<file path="config.mk">
export PLATFORM = sky130hd
export DESIGN_NAME = dpu
export DESIGN_NICKNAME = d
export VERILOG_FILES = /design/src/rtl/dpu.sv
export SDC_FILE = /design/constraint.sdc
export NUM_CORES = 1
export LEC_CHECK = 0
export ABC_AREA = 1
export CAP_MARGIN = 0
export CORE_AREA = 2 2 110 218
export CTS_BUF_LIST = sky130_fd_sc_hd__clkbuf_8 sky130_fd_sc_hd__clkbuf_16
export CTS_CLUSTER_DIAMETER = 200
export DETAILED_ROUTE_END_ITERATION = 12
export DIE_AREA = 0 0 112 220
export HOLD_SLACK_MARGIN = 0.06
export SYNTH_ARGS = -nofsm -noshare
export SYNTH_HDL_FRONTEND = slang
export SYNTH_SLANG_ARGS = --single-unit
</file>
<file path="constraint.sdc">
create_clock -name clk -period 5 [get_ports clk]
set_input_delay 1 -clock clk [delete_from_list [all_inputs] [get_ports clk]]
set_output_delay 1 -clock clk [all_outputs]
set_load 0.03 [all_outputs]
</file>
<file path="src/rtl/dpu.sv">
// dpu: 8-bit datapath for the Turbo_GRAFIX line/point rasteriser.
// 16-entry register file (12 = const 1, 13 = const 0), ALU with {N,Z,C,V}
// condition codes and an immediate-load path. Kbus shows {X, Y, Colour}.
module dpu (
  input  logic        clk,
  input  logic        rst,
  input  logic [3:0]  Abus,
  input  logic [3:0]  Bbus,
  input  logic [3:0]  Rbus,
  input  logic [3:0]  n,
  output logic [3:0]  cc,
  output logic [23:0] Kbus,
  input  logic [7:0]  mData
);

  typedef enum logic [3:0] {
    OP_ADD  = 4'd0,
    OP_SUB  = 4'd1,
    OP_SHL  = 4'd2,
    OP_SHR  = 4'd3,
    OP_AND  = 4'd4,
    OP_OR   = 4'd5,
    OP_CMP  = 4'd6,
    OP_MOV  = 4'd7,
    OP_LOAD = 4'd8
  } op_e;

  localparam logic [3:0] REG_ONE  = 4'd12;
  localparam logic [3:0] REG_ZERO = 4'd13;

  logic [7:0] rf [16];
  logic [7:0] a, b, res;
  logic [8:0] sum9, diff9;
  logic       c, v, wr_en, fl_en;

  // Operand A read; constant registers bypass the storage array
  always_comb begin
    a = rf[Abus];
    if (Abus == REG_ONE)       a = 8'd1;
    else if (Abus == REG_ZERO) a = '0;
  end

  // Operand B read; constant registers bypass the storage array
  always_comb begin
    b = rf[Bbus];
    if (Bbus == REG_ONE)       b = 8'd1;
    else if (Bbus == REG_ZERO) b = '0;
  end

  assign sum9  = {1'b0, a} + {1'b0, b};
  assign diff9 = {1'b0, a} - {1'b0, b};

  // ALU: result, carry/overflow, and which state the opcode is allowed to touch
  always_comb begin
    res   = '0;
    c     = 1'b0;
    v     = 1'b0;
    wr_en = 1'b1;
    fl_en = 1'b1;
    case (n)
      OP_ADD: begin
        res = sum9[7:0];
        c   = sum9[8];
        v   = (a[7] == b[7]) && (res[7] != a[7]);
      end
      OP_SUB, OP_CMP: begin
        res = diff9[7:0];
        c   = diff9[8];
        v   = (a[7] != b[7]) && (res[7] != a[7]);
      end
      OP_SHL: begin
        res = {a[6:0], 1'b0};
        c   = a[7];
        v   = a[7] ^ a[6];
      end
      OP_SHR: begin
        res = {a[7], a[7:1]};
        c   = a[0];
      end
      OP_AND:  res = a & b;
      OP_OR:   res = a | b;
      OP_MOV:  res = a;
      OP_LOAD: begin
        res   = mData;
        fl_en = 1'b0;
      end
      default: begin
        wr_en = 1'b0;
        fl_en = 1'b0;
      end
    endcase
  end

  // Register file write; destinations 12/13 are silently dropped
  always_ff @(posedge clk or posedge rst) begin
    if (rst) begin
      for (int unsigned i = 0; i < 16; i++) rf[i] <= '0;
    end else if (wr_en && (Rbus != REG_ONE) && (Rbus != REG_ZERO)) begin
      rf[Rbus] <= res;
    end
  end

  // Condition codes {N, Z, C, V}, held across LOAD and NOP
  always_ff @(posedge clk or posedge rst) begin
    if (rst)        cc <= '0;
    else if (fl_en) cc <= {res[7], (res == 8'd0), c, v};
  end

  assign Kbus = {rf[9], rf[10], rf[11]};

endmodule

</file>
==> results of run 1 <==
-- how the worst min path moves through the flow --
stage | from | to | slack [ns]
3_3_place_gp | rf[31]$_DFFE_PP0P_ | rf[31]$_DFFE_PP0P_ | 0.37
2_1_floorplan | rf[22]$_DFFE_PP0P_ | rf[22]$_DFFE_PP0P_ | 0.43
5_1_grt | rf[21]$_DFFE_PP0P_ | rf[21]$_DFFE_PP0P_ | 0.40
4_1_cts | rf[17]$_DFFE_PP0P_ | rf[17]$_DFFE_PP0P_ | 0.38
3_5_place_dp | rf[17]$_DFFE_PP0P_ | rf[17]$_DFFE_PP0P_ | 0.37
6_report | rf[22]$_DFFE_PP0P_ | rf[22]$_DFFE_PP0P_ | 0.38
-- stage by stage --
step	util	cell area (um^2)
floorplan	-	8540
global placement	0.412	9540
detailed placement	0.412	9540
CTS	0.440	10200
global route	0.440	10200
finish	0.440	10200
-- area by class of cell --
type | instances | share of cell area
Timing Repair Buffer | 127 | 0.115
Clock inverter | 13 | 0.0189
Inverter | 158 | 0.0588
Clock buffer | 18 | 0.0432
Sequential cell | 125 | 0.308
Tap cell | 283 | 0.0348
Multi-Input combinational cell | 852 | 0.422
-- registers in the layout (all words and copies together), names as in the netlist --
register,count
rf,97
Kbus,24
cc,4
-- kinds of logic after synthesis --
| logic type | after synthesis | share of synthesized area |
|---|---|---|
| AOI/OAI and AO/OA | 296 | 0.197 |
| and+or+nand+nor | 527 | 0.263 |
| adders and majority gates | 26 | 0.0399 |
| xor gates and xnor gates | 3 | 0.00308 |
| buffers and inverters | 247 | 0.131 |
| DFF | 125 | 0.366 |
-- per-layer routing --
metal	vias to the layer above	global-route usage	routed length (um)	share of wire
met1	4069	0.306	12700	0.36
met2	363	0.516	17800	0.51
met3	123	0.0336	1340	0.039
met4	0	0.232	3030	0.087
li1	4091	-	-	-
met5	-	0	0	0
-- cells in the final DEF (no fill, tap or decap), drive strengths merged --
cell type / count
xor2: 1
buf: 75
a221oi: 5
fa: 2
bufinv: 4
or3: 3
ha: 24
nand3b: 2
a211o: 1
o211ai: 16
nand2: 340
a21oi: 73
o21a: 7
o221ai: 12
o21ai: 159
nand4: 12
inv: 157
a32o: 1
clkinvlp: 2
o22ai: 3
nor2: 74
nand3: 88
dfrtp: 125
a22oi: 14
a31oi: 4
clkbuf: 18
clkinv: 8
clkdlybuf4s50: 52
a21boi: 1
nor3: 8
xnor2: 2
-- worst max-delay path, delay by kind of cell --
family          cells  cell delay [ns]
buf+inv             6             1.31
fa+ha+maj           1             0.38
compound gates      2             0.30
simple gates       14             1.97
-- power breakdown --
group / switching, uW / internal (uW)
Sequential: 173 / 1220
Combinational: 817 / 467
Clock: 483 / 846
Total: 1470 / 2530
==> summary.txt, run 1 <==
Status
  – Status: finished, final reports clean

Timing
  – Slew Limit Fails: 0
  – RSZ-0062 raised after global routing: no
  – Hold Slack: 0.376 ns
  – Final setup TNS: 0 ns
  – Setup Viol. Count Final: 0
  – Slew @ Worst Pin: 0.720 ns
  – Fmax: 0.217 GHz
  – Final worst slack: 0.399 ns
  – Clock Skews: 0.00919 ns
  – Fin crit share: 0.920
  – Min cycle time layout: 4.60 ns
  – Fin. Hold Viols: 0
  – Headroom to the max-slew limit: 0.520

Synth
  – Synth Register Bits: between 100 and 150
  – Mapped Cells: 1224
  – Top post-synthesis cells by count: nand2_1, inv_1, o21ai_0
  – Area leader, netlist: dfrtp_1
  – Ys async rst share: 1.00
  – Synth top area share: 0.366
  – Ys Warns: 0
  – EDFF count, synth: 0
  – Avg Cell Area, Syn: 6.98 um^2
  – Post-Syn Area: 0.00854 mm^2
  – Synth top area cells: dfrtp_1, nand2_1, o21ai_0
  – Library cells used by synthesis: 43
  – Sequential element share of the synthesized area: 0.366
  – Top_reg_cell synth: dfrtp_1
  – Cell with the most instances after synthesis: nand2_1
  – Synthesized Nets: 1276

Clock network
  – Setup Fix Bufs, Post-CTS: 0
  – Max Root-Sink Buffers: 2
  – TritonCTS buffer count: 17
  – Clk slew on worst S/H paths: 0.06 ns
  – Clk sink count: about 130
  – Hold-fix buffers at CTS: 0
  – Worst skew pair latency: 0.44 ns
  – Root Buffer Master: clkbuf_16
  – H-tree depth: 4
  – TritonCTS clock tree: yes
  – Cts repair resizes: 0

Die
  – Die Y: between 200 and 250 um
  – Die ar.: 0.0246 mm^2
  – Starting density of the core: 0.369
  – # rows: 79
  – Core ar.: 0.0231 mm^2
  – Chip Width: 112 um
  – IO Pins: 54

Global routing
  – First-pass GRT wire length: 52.6 mm
  – Largest net degree at the start of global routing: approximately 130
  – GRT overflow: 0
  – Number of global-route vias before repair: approximately 8600
  – Initial antenna violation count: 0
  – All-Layer GR Usage: 0.290

Drt
  – Vias: 8646
  – Detailed-route DRC error count: 0
  – Post-route ant nets: 0
  – DR vias/cell: 5.49
  – TritonRoute pass-1 iters: 5
  – DRT iter0 DRCs: 855
  – Drt wl/cell: 22.1 um
  – Final wirelength: roughly 35 mm

Critical path
  – CP dominant cell by count: nand2_1
  – Worst EP arrival: 4.98 ns
  – Number of cells on the worst reg-to-reg path: 24
  – Worst R2R End: rf[68]$_DFFE_PP0P_
  – CP startpoint: Bbus[1]
  – Critical path class: input pin to flop
  – Slowest stage cell on the critical path: clkdlybuf4s50_1
  – Flop2flop setup slack: 1.44 ns
  – Required @ worst endpoint: 5.38 ns
  – Max stage delay on crit path: 0.60 ns
  – Worst Path Max Fanout: 14
  – Worst setup SP type: input pin
  – Critical Path End: cc[2]$_DFFE_PP0P_
  – CP Cell Sequence: clkdlybuf4s50_1 -> inv_2 -> buf_4 -> nand2_1 -> inv_2 -> buf_4 -> a22oi_1 -> a21oi_1 -> or3_1 -> nand2_1 -> ha_1 -> nor2_1 -> buf_4 -> nand4_1 -> nand3_1 -> nand2_1 -> nand3_1 -> nand2_1 -> nor2_2 -> nand2_2 -> nor2_1 -> nand2_1 -> nand2_1
  – CP Capture Type: flop
  – Worst R2R Start: Kbus[0]$_DFFE_PP0P_

Layout
  – Layout Cells excl Fill: around 1600
  – Share of layout cells above drive strength 1: 0.112
  – Reg area: roughly 0.0031 mm^2
  – Layout area overhead: 19.1%
  – ANT cells: 0
  – Multi-input logic area: 0.00429 mm^2
  – Fillers: ~2400
  – Final nets: 1333

Placement
  – DP Worst Slack: ~0.063 ns
  – Placed cell count: 1545
  – HPWL after detailed placement: 27.1 mm
  – Port bufs: 53
  – Final GP Congestion: 1.01

Power
  – Cell Pwr Density: between 300 and 400 mW/mm^2
  – Pleak: 0.00482 uW
  – Power Total: 4010 uW
  – VDD IR max: 186 uV

Hold path
  – Min-Delay Path Depth: 0
  – Hold WC Path Type: flop to flop

Flow run
  – Number of max-cap violations: 0
(Power assumes the default switching activity.)
==> run 2, diff against run 1 <==
--- a/config.mk
+++ b/config.mk
@@ -12,7 +12,8 @@
 export CTS_CLUSTER_DIAMETER = 200
 export DETAILED_ROUTE_END_ITERATION = 12
 export DIE_AREA = 0 0 112 220
-export HOLD_SLACK_MARGIN = 0.06
+export HOLD_SLACK_MARGIN = 0.02
+export PLACE_DENSITY = 0.51
 export SYNTH_ARGS = -nofsm -noshare
 export SYNTH_HDL_FRONTEND = slang
 export SYNTH_SLANG_ARGS = --single-unit
==> run 2 against run 1 <==
  * Maximum frequency up 2.7%
  * First-iteration DRC count fell by 9.8%
  * Sequential share of layout area increased by 0.22 points
  * Sequential power about the same
  * Critical endpoint is now Kbus[5]$_DFFE_PP0P_
  * Largest cell class unchanged
==> summary.txt, run 2 (synthesis results as in run 1) <==
Timing
  – Min cycle time layout: 4.48 ns
  – RSZ-0062 raised after global routing: no
  – Fmax: approximately 0.22 GHz
  – Clock Skews: around 0.0082 ns
  – Fin crit share: 0.896
  – Headroom to the max-slew limit: 0.524
  – Slew Limit Fails: 0
  – Slew @ Worst Pin: between 0.7 and 0.8 ns
  – Fin. Hold Viols: 0
  – Setup Viol. Count Final: 0
  – Final setup TNS: 0 ns
  – Final worst slack: 0.521 ns

Critical path
  – CP top delay family: buffers and inverters
  – Worst setup SP type: input pin
  – Worst EP arrival: 4.76 ns
  – CP Cell Sequence: clkdlybuf4s50_1 -> inv_1 -> buf_12 -> a21oi_1 -> o21ai_0 -> a22oi_1 -> buf_4 -> nand2_1 -> ha_1 -> nor2_1 -> nand3_1 -> nand3_1 -> nand2_1 -> nand3_1 -> nand2_1 -> inv_1 -> nand3_1 -> nor2_1 -> buf_4 -> o21ai_0
  – CP Capture Type: flop
  – Critical path depth: 20
  – Worst Path Max Fanout: 37
  – Required @ worst endpoint: 5.28 ns
  – Critical path class: input pin to flop
  – Max stage delay on crit path: 0.54 ns
  – Number of cells on the worst reg-to-reg path: 18
  – Slowest stage cell on the critical path: clkdlybuf4s50_1
  – CP dominant cell by count: nand3_1
  – CP bufs+invs: 6

Layout
  – Reg with most FFs: rf
  – Layout area overhead: 18.3%
  – Max reg flops: 97
  – Commonest non-fill, non-tap cell in the layout: nand2_1
  – Layout Cells excl Fill: 1568
  – Most frequent cells in the layout: nand2_1, inv_1, o21ai_0
  – Util after Layout: 0.437
  – Fillers: 2447
  – Share of layout cells above drive strength 1: 0.105
  – Final nets: 1328
  – ANT cells: 0

Clock network
  – TritonCTS buffer count: 17
  – Root Buffer Master: clkbuf_16
  – Clk sink count: approximately 130
  – H-tree depth: 4
  – Cts repair resizes: 0
  – Clk slew on worst S/H paths: 0.06 ns
  – Max Root-Sink Buffers: 2
  – Worst skew pair latency: between 0.4 and 0.5 ns
  – TritonCTS clock tree: yes
  – Hold-fix buffers at CTS: 0
  – Setup Fix Bufs, Post-CTS: 0

Flow run
  – Number of max-cap violations: 0

Die
  – Die Y: 220 um
  – Chip Width: 112 um
  – # rows: 79
  – IO Pins: 54
  – Starting density of the core: 0.369
  – Core ar.: 0.0231 mm^2
  – Die ar.: 0.0246 mm^2

Power
  – VDD IR max: 260 uV
  – Pleak: 0.00480 uW
  – Cell Pwr Density: 395 mW/mm^2

Placement
  – HPWL after detailed placement: around 27 mm
  – Placed cell count: 1540
  – Final GP Congestion: ~1.1
  – DP Worst Slack: 0.0684 ns
  – Port bufs: 53

Drt
  – Vias: 8492
  – Final wirelength: 34.5 mm
  – Detailed-route DRC error count: 0
  – DRT iter0 DRCs: just under 800
  – TritonRoute pass-1 iters: 6
  – Post-route ant nets: 0
  – DR vias/cell: 5.42
  – Drt wl/cell: about 22 um

Global routing
  – GRT overflow: 0
  – All-Layer GR Usage: 0.285
  – Number of global-route vias before repair: 8326
  – Largest net degree at the start of global routing: 77
  – Initial antenna violation count: 0
  – First-pass GRT wire length: 51.9 mm

Hold path
  – Min-Delay Path Depth: 0
  – Hold WC Path Type: flop to flop

Status
  – Status: finished, final reports clean
run 2: changes by cell type in the layout (fill, tap and decap cells not counted), sizes merged:
| cell | previous run | this run |
|---|---|---|
| inv | 157 | 159 |
| buf | 75 | 70 |
| clkinvlp | 2 | 1 |
| clkinv | 8 | 2 |
| clkbuf | 18 | 20 |
run 2: where the power goes:
part	leakage, uW	switching (uW)	internal, uW
registers	0.00164	184	1220
logic	0.00285	810	463
clock network	0.000303	450	858
run 2: final cells by class:
cell class / count / area (um^2) / area share
timing repair buffer: 122 / 1120 / 0.111
sequential: 125 / 3130 / 0.310
clock buffer: 20 / 467 / 0.0462
multi-input combinational: 852 / 4290 / 0.425
inverter: 158 / 598 / 0.0592
tap: 283 / 354 / 0.0351
clock inverter: 8 / 144 / 0.0142
run 2: per-stage QoR:
stage                     power (uW)  hold slack, ns  area (um^2)
after floorplan                 2180           0.429         8540
after global placement          2670           0.366         9490
after detailed placement        2670           0.368         9490
after CTS                       4000           0.380        10100
after global routing            4190           0.385        10100
final                           3980           0.377        10100
run 2: path summary, 6_finish.rpt:
kind / startpoint / end / slack [ns]
hold reg to reg: rf[17]$_DFFE_PP0P_ / rf[17]$_DFFE_PP0P_ / 0.38
max in group asynchronous: rst / Kbus[7]$_DFFE_PP0P_ / 3.13
hold / removal: rf[17]$_DFFE_PP0P_ / rf[17]$_DFFE_PP0P_ / 0.38
setup reg to reg: rf[11]$_DFFE_PP0P_ / Kbus[5]$_DFFE_PP0P_ / 1.59
min in group asynchronous: rst / rf[101]$_DFFE_PP0P_ / 1.01
setup / recovery: Bbus[0] / Kbus[5]$_DFFE_PP0P_ / 0.52
run 2: per-layer routing:
metal  routed length (um)  global-route usage
met1                12900               0.312
met2                17800               0.511
met3                 1270              0.0360
met4                 2440               0.191
met5                    0                   0
==> run 3, diff against run 2 <==
==> config.mk (replaced) <==
export PLATFORM = sky130hd
export DESIGN_NAME = dpu
export DESIGN_NICKNAME = d
export VERILOG_FILES = /design/src/rtl/dpu.sv
export SDC_FILE = /design/constraint.sdc
export NUM_CORES = 1
export LEC_CHECK = 0
export ABC_AREA = 1
export CAP_MARGIN = 0
export CORE_AREA = 2 2 116 174
export CTS_BUF_LIST = sky130_fd_sc_hd__clkbuf_8 sky130_fd_sc_hd__clkbuf_16
export CTS_CLUSTER_DIAMETER = 200
export DETAILED_ROUTE_END_ITERATION = 12
export DIE_AREA = 0 0 118 176
export PLACE_DENSITY = 0.6
export SYNTH_ARGS = -nofsm -noshare
export SYNTH_HDL_FRONTEND = slang
export SYNTH_SLANG_ARGS = --single-unit
==> run 3 against run 2 <==
  * Flip-flop and latch count did not move
  * Total power down 2.0%
  * Clock skew is 0.0060 ns higher
  * Worst setup slack got worse by 0.14 ns
  * Sequential share of layout area fell by 0.088 points
  * Die area fell by 16%
  * Combinational power barely moved
  * Register-to-register slack worse by 0.21 ns
  * First-iteration DRC count increased by 2.3%
  * Wire length is 3.3% lower
  * Critical path type unchanged
==> summary.txt, run 3 (synthesis results as in run 1) <==
Hold path
  – Hold WC Path Type: flop to flop
  – Min-Delay Path Depth: 0

Critical path
  – Max stage delay on crit path: 0.54 ns
  – Worst Path Max Fanout: 32
  – Required @ worst endpoint: 5.31 ns
  – CP dominant cell by count: inv_1
  – Worst EP arrival: between 4 and 5 ns
  – Number of cells on the worst reg-to-reg path: 22
  – CP Cell Sequence: clkdlybuf4s50_1 -> inv_1 -> buf_12 -> o21ai_0 -> nand3_1 -> inv_1 -> o221ai_1 -> nand2_1 -> buf_4 -> inv_1 -> fa_1 -> inv_1 -> nand4_1 -> nand3_1 -> nand2_1 -> nand3_1 -> nand2_1 -> inv_1 -> nand3_1 -> nor2_1 -> inv_1 -> nand2_1 -> o21ai_0
  – CP Capture Type: flop
  – Critical path depth: 23
  – CP top delay family: buffers and inverters
  – Worst setup SP type: input pin
  – Slowest stage cell on the critical path: clkdlybuf4s50_1
  – Critical path class: input pin to flop
  – CP bufs+invs: 9

Layout
  – ANT cells: 0
  – Commonest non-fill, non-tap cell in the layout: nand2_1
  – Reg with most FFs: rf
  – Final nets: 1341
  – Layout area overhead: 18.6%
  – Max reg flops: 97
  – Util after Layout: 0.529
  – Share of layout cells above drive strength 1: 0.117
  – Most frequent cells in the layout: nand2_1, inv_1, o21ai_0

Die
  – Core ar.: 0.0192 mm^2
  – Die Y: 176 um
  – IO Pins: 54
  – Die ar.: a little over 0.02 mm^2
  – Chip Width: 118 um
  – # rows: between 60 and 70
  – Starting density of the core: 0.446

Placement
  – DP Worst Slack: 0.0309 ns
  – Final GP Congestion: 1.01
  – HPWL after detailed placement: 25.6 mm
  – Port bufs: 53

Power
  – Cell Pwr Density: a little under 400 mW/mm^2
  – Power Total: approximately 4000 uW
  – Pleak: between 0.004 and 0.005 uW
  – VDD IR max: 379 uV

Drt
  – Post-route ant nets: 0
  – TritonRoute pass-1 iters: 5
  – Final wirelength: between 30 and 40 mm
  – DR vias/cell: around 5.6
  – Vias: approximately 8800
  – Drt wl/cell: 21.4 um
  – Detailed-route DRC error count: 0
  – DRT iter0 DRCs: between 700 and 800

Timing
  – Hold Slack: ~0.38 ns
  – Fin crit share: 0.923
  – Clock Skews: 0.0142 ns
  – Slew Limit Fails: 0
  – Fin. Hold Viols: 0
  – Headroom to the max-slew limit: 0.454
  – Final setup TNS: 0 ns
  – Setup Viol. Count Final: 0
  – Slew @ Worst Pin: 0.819 ns
  – Fmax: 0.217 GHz
  – Final worst slack: 0.383 ns
  – RSZ-0062 raised after global routing: no
  – Min cycle time layout: 4.62 ns

Clock network
  – TritonCTS clock tree: yes
  – Max Root-Sink Buffers: 2
  – Root Buffer Master: clkbuf_16
  – Clk sink count: 125
  – Hold-fix buffers at CTS: 0
  – H-tree depth: 4
  – Cts repair resizes: 0
  – Setup Fix Bufs, Post-CTS: 0
  – TritonCTS buffer count: 17
  – Clk slew on worst S/H paths: 0.05 ns
  – Worst skew pair latency: 0.45 ns

Global routing
  – Initial antenna violation count: 0
  – Largest net degree at the start of global routing: 66
  – GRT overflow: 0
  – Number of global-route vias before repair: approximately 8600
  – First-pass GRT wire length: 51.0 mm
  – All-Layer GR Usage: 0.329

Flow run
  – Number of max-cap violations: 0

Status
  – Status: finished, final reports clean
[run 3: changes by cell type in the layout (fill, tap and decap cells not counted)]
cell,before,now
bufinv_16,4,2
inv_1,147,146
clkinv_2,0,5
clkinv_4,1,3
clkbuf_8,3,2
buf_4,63,76
[run 3: through the flow]
stage               std cells  instance area, um^2
global placement         1526                 9550
global route             1557                10100
finish                   1557                10100
CTS                      1557                10100
floorplan                1224                 8540
detailed placement       1526                 9550
[run 3: worst reg2reg max path: stages (launching register included)]
cell	delay [ns]
dfrtp_1	0.38
inv_1	0.09
a21oi_1	0.13
o21ai_0	0.10
a32o_1	0.22
nand2_1	0.05
o21ai_0	0.08
a31oi_1	0.38
ha_1	0.26
inv_1	0.07
fa_1	0.38
inv_1	0.08
nand4_1	0.16
nand3_1	0.15
nand2_1	0.08
nand3_1	0.07
nand2_1	0.05
inv_1	0.05
nand3_1	0.06
nor2_1	0.31
inv_1	0.20
nand2_1	0.09
o21ai_0	0.07
[run 3: worst paths after layout]
check | to | start | slack, ns
setup / recovery | rf[110]$_DFFE_PP0P_ | Bbus[0] | 0.38
hold / removal | rf[17]$_DFFE_PP0P_ | rf[17]$_DFFE_PP0P_ | 0.38
setup reg to reg | rf[110]$_DFFE_PP0P_ | Kbus[0]$_DFFE_PP0P_ | 1.38
hold reg to reg | rf[17]$_DFFE_PP0P_ | rf[17]$_DFFE_PP0P_ | 0.38
max in group asynchronous | rf[99]$_DFFE_PP0P_ | rst | 3.12
min in group asynchronous | rf[3]$_DFFE_PP0P_ | rst | 1.05
[run 3: report_power, final]
part | leakage (uW) | internal, uW | total (uW) | switching [uW]
registers | 0.00164 | 1220 | 1400 | 183
logic | 0.00292 | 478 | 1280 | 807
clock network | 0.000290 | 750 | 1220 | 466
[run 3: metal layers]
layer / vias to the layer above / wire length (um) / GRT usage
met5: - / 0 / 0
met4: 0 / 2340 / 0.223
met3: 135 / 1880 / 0.0536
met2: 398 / 16100 / 0.558
met1: 4151 / 13000 / 0.383
li1: 4105 / - / -
[run 3: area by class of cell]
type | count | area, um^2
fill | 1986 | 9030
multi-input combinational | 852 | 4290
sequential | 125 | 3130
timing repair buffer | 135 | 1220
inverter | 158 | 598
clock buffer | 19 | 453
tap | 256 | 320
clock inverter | 12 | 123
